### src/rtl/axi_lite_slave_register.sv
// AXI4-Lite slave exposing REG_CNT word-wide registers with byte-strobed writes.
// AW and W are captured independently; a write commits as soon as both are available.
module axi_lite_slave_register #(
  parameter int ADDR_WIDTH = 32,
  parameter int BUS_WIDTH  = 32,
  parameter int REG_CNT    = 1,
  parameter int START_ADDR = 0
) (
  input  logic                              clk,
  input  logic                              reset,
  output logic                              s_axi_awready,
  input  logic                              s_axi_awvalid,
  input  logic [ADDR_WIDTH-1:0]             s_axi_awaddr,
  input  logic [2:0]                        s_axi_awprot,
  output logic                              s_axi_wready,
  input  logic                              s_axi_wvalid,
  input  logic [BUS_WIDTH/8-1:0]            s_axi_wstrb,
  input  logic [BUS_WIDTH-1:0]              s_axi_wdata,
  input  logic                              s_axi_bready,
  output logic                              s_axi_bvalid,
  output logic [1:0]                        s_axi_bresp,
  output logic                              s_axi_arready,
  input  logic                              s_axi_arvalid,
  input  logic [ADDR_WIDTH-1:0]             s_axi_araddr,
  input  logic                              s_axi_rready,
  output logic                              s_axi_rvalid,
  output logic [BUS_WIDTH-1:0]              s_axi_rdata,
  output logic [1:0]                        s_axi_rresp,
  output logic [REG_CNT-1:0][BUS_WIDTH-1:0] registers,
  output logic [BUS_WIDTH-1:0]              register_write,
  output logic [REG_CNT-1:0]                register_wr_en
);

  localparam int STRB_W = BUS_WIDTH / 8;
  localparam int LSB    = $clog2(STRB_W);
  localparam logic [ADDR_WIDTH-1:0] BASE = ADDR_WIDTH'(START_ADDR);
  localparam logic [1:0] RESP_OKAY   = 2'b00;
  localparam logic [1:0] RESP_SLVERR = 2'b10;
  localparam logic [1:0] RESP_DECERR = 2'b11;

  function automatic logic [ADDR_WIDTH-1:0] reg_index(input logic [ADDR_WIDTH-1:0] addr);
    return (addr - BASE) >> LSB;
  endfunction

  function automatic logic in_range(input logic [ADDR_WIDTH-1:0] addr);
    return (addr >= BASE) && (reg_index(addr) < ADDR_WIDTH'(REG_CNT));
  endfunction

  function automatic logic [BUS_WIDTH-1:0] merge_bytes(input logic [BUS_WIDTH-1:0] old_val,
                                                       input logic [BUS_WIDTH-1:0] new_val,
                                                       input logic [STRB_W-1:0]    strb);
    logic [BUS_WIDTH-1:0] res;
    res = old_val;
    for (int b = 0; b < STRB_W; b++) begin
      if (strb[b]) res[8*b +: 8] = new_val[8*b +: 8];
    end
    return res;
  endfunction

  logic                  unused_prot;
  logic                  aw_held, w_held;
  logic [ADDR_WIDTH-1:0] aw_addr_q;
  logic [BUS_WIDTH-1:0]  w_data_q;
  logic [STRB_W-1:0]     w_strb_q;
  logic                  aw_fire, w_fire, ar_fire;
  logic                  commit, wr_ok;
  logic [ADDR_WIDTH-1:0] wr_addr;
  logic [BUS_WIDTH-1:0]  wr_data;
  logic [STRB_W-1:0]     wr_strb;
  logic [BUS_WIDTH-1:0]  sel_old;
  logic [BUS_WIDTH-1:0]  rd_word;

  assign unused_prot   = ^s_axi_awprot;
  assign s_axi_awready = ~aw_held & ~s_axi_bvalid;
  assign s_axi_wready  = ~w_held & ~s_axi_bvalid;
  assign s_axi_arready = ~s_axi_rvalid;

  assign aw_fire = s_axi_awvalid & s_axi_awready;
  assign w_fire  = s_axi_wvalid & s_axi_wready;
  assign ar_fire = s_axi_arvalid & s_axi_arready;

  // A channel arriving this cycle is used directly, so a same-cycle AW+W commits immediately
  assign wr_addr = aw_held ? aw_addr_q : s_axi_awaddr;
  assign wr_data = w_held ? w_data_q : s_axi_wdata;
  assign wr_strb = w_held ? w_strb_q : s_axi_wstrb;
  assign commit  = (aw_held | aw_fire) & (w_held | w_fire);
  assign wr_ok   = commit & in_range(wr_addr);

  always_comb begin
    register_wr_en = '0;
    sel_old        = '0;
    for (int i = 0; i < REG_CNT; i++) begin
      if (reg_index(wr_addr) == ADDR_WIDTH'(i)) begin
        sel_old = registers[i];
        if (wr_ok) register_wr_en[i] = 1'b1;
      end
    end
    register_write = merge_bytes(sel_old, wr_data, wr_strb);
  end

  always_comb begin
    rd_word = '0;
    for (int i = 0; i < REG_CNT; i++) begin
      if (reg_index(s_axi_araddr) == ADDR_WIDTH'(i)) rd_word = registers[i];
    end
  end

  // Write-channel holding registers carry no reset; the held flags qualify them
  always_ff @(posedge clk) begin
    if (aw_fire) aw_addr_q <= s_axi_awaddr;
    if (w_fire) begin
      w_data_q <= s_axi_wdata;
      w_strb_q <= s_axi_wstrb;
    end
  end

  always_ff @(posedge clk) begin
    if (reset) begin
      aw_held      <= 1'b0;
      w_held       <= 1'b0;
      s_axi_bvalid <= 1'b0;
      s_axi_bresp  <= RESP_OKAY;
      registers    <= '0;
    end else begin
      if (commit) begin
        aw_held      <= 1'b0;
        w_held       <= 1'b0;
        s_axi_bvalid <= 1'b1;
        s_axi_bresp  <= in_range(wr_addr) ? RESP_OKAY : RESP_SLVERR;
      end else begin
        if (aw_fire) aw_held <= 1'b1;
        if (w_fire) w_held <= 1'b1;
        if (s_axi_bvalid && s_axi_bready) s_axi_bvalid <= 1'b0;
      end
      for (int i = 0; i < REG_CNT; i++) begin
        if (register_wr_en[i]) registers[i] <= register_write;
      end
    end
  end

  // Read path: registered response, old contents on a same-edge write
  always_ff @(posedge clk) begin
    if (reset) begin
      s_axi_rvalid <= 1'b0;
      s_axi_rdata  <= '0;
      s_axi_rresp  <= RESP_OKAY;
    end else if (ar_fire) begin
      s_axi_rvalid <= 1'b1;
      s_axi_rdata  <= in_range(s_axi_araddr) ? rd_word : '0;
      s_axi_rresp  <= in_range(s_axi_araddr) ? RESP_OKAY : RESP_DECERR;
    end else if (s_axi_rvalid && s_axi_rready) begin
      s_axi_rvalid <= 1'b0;
    end
  end

endmodule

### config.mk
export PLATFORM = sky130hd
export DESIGN_NAME = axi_lite_slave_register
export DESIGN_NICKNAME = d
export VERILOG_FILES = /design/src/rtl/axi_lite_slave_register.sv
export SDC_FILE = /design/constraint.sdc
export NUM_CORES = 1
export LEC_CHECK = 0
export CAP_MARGIN = 0
export CELL_PAD_IN_SITES_DETAIL_PLACEMENT = 2
export CELL_PAD_IN_SITES_GLOBAL_PLACEMENT = 2
export CORE_ASPECT_RATIO = 1.1
export CORE_MARGIN = 2
export CORE_UTILIZATION = 25
export DETAILED_ROUTE_END_ITERATION = 7
export PLACE_DENSITY = 0.88
export REMOVE_ABC_BUFFERS = 1
export SLEW_MARGIN = 20
export SYNTH_ARGS = -nofsm -noshare
export SYNTH_HDL_FRONTEND = slang
export SYNTH_SLANG_ARGS = --single-unit
### constraint.sdc
create_clock -name clk -period 3.97 [get_ports clk]
set_clock_uncertainty 0.2 [all_clocks]
set_input_delay 0.9925 -clock clk [delete_from_list [all_inputs] [get_ports clk]]
set_output_delay 0.9925 -clock clk [all_outputs]
set_load 0.03 [all_outputs]
After elaboration in Yosys (flattened, before gate mapping)
Index checks and enable logic that the tools add are counted.
Widths: inputs -> output; s select.
{ "classes": {"magnitude_cmp": 4, "muxes": 18, "bitwise": 13, "reduce_logical": 9} }
{ "op_table": {"columns": ["operator", "n"], "rows": [
  ["$mux 32", 5],
  ["$ge 32x1->1 const B", 2],
  ["$logic_not 32->1", 2],
  ["$lt 30x1->1 const B", 2],
  ["$mux 8", 4],
  ["$and 1x1->1", 7],
  ["$mux 1", 6],
  ["$logic_and 1x1->1", 4],
  ["$mux 2", 2],
  ["$mux 4", 1],
  ["$not 1->1", 4],
  ["$reduce_bool 2->1", 2],
  ["$or 1x1->1", 2],
  ["$reduce_or 2->1", 1]
]} }
{ "word_totals": {"ff_bits": 140, "input_bits": 110, "out_inout_bits": 106} }

Logic depth before layout (Yosys ltp)
{ "logic_depth": {"word_depth": 8, "mapped_depth": 7, "mapped_depth_nobuf": 5} }

Worst setup path before layout
Ideal clock, no wire load.
{ "synth_path": {"path_kind": "input port to output port", "startpoint": "input s_axi_awaddr[31]", "endpoint": "output register_write[24]", "arrival_ns": 3.044, "required_time_ns": 2.778, "setup_slack_ns": -0.266, "cell_stages": 7, "path_cell_list": "or4_1 > or4_1 > a222oi_1 > buf_4 > and2_1 > buf_4 > o2bb2ai_1"} }
{ "synth_between": {"elab_chain_cells": 4} }
{ "synth_lines": {"columns": ["element", "line", "source"], "rows": [
  ["from (decl)", "13", "input logic [ADDR_WIDTH-1:0] s_axi_awaddr,"],
  ["$mux 32", "83", "assign wr_addr = aw_held ? aw_addr_q : s_axi_awaddr;"],
  ["$logic_not 32->1", "93", "if (reg_index(wr_addr) == ADDR_WIDTH'(i)) begin"],
  ["$mux 32", "93", null],
  ["$mux 8", "55", "if (strb[b]) res[8*b +: 8] = new_val[8*b +: 8];"],
  ["to (decl)", "30", "output logic [BUS_WIDTH-1:0] register_write,"]
]} }
Every way passes these cells.

Final worst setup path
{ "layout_path": {"startpoint": "input s_axi_awaddr[28]", "endpoint": "output register_write[18]"} }
The elaborated chain is that of the path after synthesis.

==> metrics.csv <==
metric,value,unit
outcome,finished with violations,
violations,setup timing,
yosysSeqAreaShare,0.599,
cts_buffers,17,
power_density,402,nW/um^2
dr.pass1.iters,4,
critPathLaunchType,primary input,
holdPathStages,2,
setup_slack,-0.540,ns
final_common_cell,clkdlybuf4s50_1,
ys_seq_elements,136,
grt_max_degree,41,
core_region_area,22100,um^2
die_h,162,um
route.vias.total,4941,
hpwl,15700,um
grt-ovfl-total,0,
clk_pin_slew,0.06,ns
max_freq,222,MHz
numClockSinks,136,
grt_usage,0.186,
synthArstFlopShare,0,
grt_first_pass_wirelength,33800,um
postSynthAreaPerCell,11.9,um^2
antenna_found_initial,0,
synth_edf_count,66,
place_area,8150,um^2
worstMarginPinSlew,0.659,ns
diodes,0,
leakage,3.07,nW
yosysWarnings,0,
fin_crit,4.51,ns
row_count,57,
antenna_left,0,
io_buffer_count,207,
total_power,0.00373,W
drc,0,
drt_iter0_drc,141,
synth_area,5650,um^2
ir_worst_vdd,0.280,mV
ios,216,
grt_pass1_vias,5637,
gp_congestion,0.778,
wl,22200,um
clock-root-buffer,clkbuf_16,
hp-start,s_axi_rdata[20],
finalMaxSlewViolations,0,
fin_crit_sh,1.14,
finalHoldViolCount,0,
hold_path_class,reg2reg,
fp.dieW,147,um
critical_path.reg2reg.startpoint,aw_held,
max-cap-violations,0,
nNetsFinal,815,
cp-startpoint,s_axi_awaddr[28],
synth_area_leaders,"edfxtp_1, dfxtp_1, a211oi_2",
worst-setup-path-type,in2out,
ys_types,30,
synth_top_flop_cell,dfxtp_1,
rsz0062_at_grt,yes,
htreeDepth,4,
cp-end-kind,output port,
synth_top_area_frac,0.351,
cts_buffer_depth,2,
area_delta_synth_final,64.3,%
max_slew_margin,0.561,
tns,-15.96,ns
drive_gt1_frac,0.262,
wl_per_cell,21.9,um
cts_tree,done,
clock_latency,0.42,ns
critPathMaxFanout,8,
finalSetupViolCount,33,
initial_core_util,0.255,
die_area,23800,um^2
syn_inst,475,
r2r_cells,10,
routed_via_density,4.88,
arrival,3.32,ns
mostFrequentLayoutCells,"clkdlybuf4s50_1, dfxtp_1, nand2_1, edfxtp_1, buf_6",
crit_required,2.78,ns
fin_area,9280,um^2
synth_top_cell_by_area,edfxtp_1,
==> Yosys cell counts, types with 4 or more instances <==
cell type and n:
a211oi_2 30, a31oi_1 32, a21oi_1 36, nand4_1 6, and3_1 4, buf_4 7, edfxtp_1 66, nor2_1 12
o2bb2ai_1 32, nor3_1 7, mux2i_1 36, nor4_1 14, clkbuf_1 17, mux2_2 4, buf_2 8, and2_1 7
nand2_1 66, dfxtp_1 70
==> registers in the layout, summed over array words and instances (netlist names) <==
register      cells
w_strb_q          4
s_axi_bvalid      1
w_data_q         32
w_held            1
registers        32
s_axi_bresp       1
s_axi_rdata      32
s_axi_rvalid      1
aw_addr_q        30
s_axi_rresp       1
aw_held           1
==> layer usage <==
layer,part of all wire,wire length [um],track usage,vias to the layer above
li1,-,-,-,2282
met1,0.39,8760,0.206,2437
met2,0.51,11200,0.334,190
met3,0.072,1590,0.0590,32
met4,0.028,611,0.0677,0
met5,0,0,0,-
==> through the flow <==
stage               setup WS (ns)  cells  hold WS (ns)   util
floorplan                   -2.03    438         0.385      -
CTS                        -0.509   1011         0.259  0.413
detailed placement         -0.980    973         0.250  0.368
global route               -0.596   1013         0.281  0.420
finish                     -0.540   1013         0.255  0.420
global placement           -0.860    973         0.241  0.368
==> where the power goes <==
group,internal [W],switching [W],leakage [nW]
Sequential,0.00155,0.0000275,1.19
Combinational,0.000279,0.000388,1.61
Clock,0.000814,0.000671,0.261
==> timing repair <==
action,4_1_cts,5_1_grt
pin swaps,3,0
endpoints found under the hold margin,0,0
setup buffers,7,4
hold buffers,0,0
gates resized for setup,92,24
setup endpoints to repair,33,33
==> worst max-delay path, cell delays in order <==
cell       delay [ns]
buf_6            0.09
or4_4            0.52
or4_1            0.48
a222oi_1         0.30
buf_4            0.24
buf_6            0.12
and2_4           0.14
buf_12           0.14
o2bb2ai_2        0.14
buf_6            0.16
==> final cells by class <==
class / count / area [um^2]
clock buffer: 18 / 429
clock inverter: 14 / 113
fill: 2282 / 12800
inverter: 3 / 11.3
multi-input combinational: 299 / 2450
sequential: 136 / 3380
tap: 295 / 369
timing repair buffer: 248 / 2520
==> cell families after synthesis <==
group / count (synthesis) / share of synthesized area
flip-flops: 136 / 0.599
other: 1 / 0.000664
multiplexers: 40 / 0.0718
buffers and inverters: 40 / 0.0370
AO/OA/AOI/OAI: 135 / 0.190
AND/OR/NAND/NOR: 123 / 0.101
==> final timing paths <==
path	to	slack [ns]
hold reg to reg	s_axi_rdata[20]	0.26
setup / recovery	register_write[18]	-0.54
hold / removal	s_axi_rdata[20]	0.26
setup reg to reg	registers[21]	0.98
Note: power is estimated with default switching activity, not from simulation.
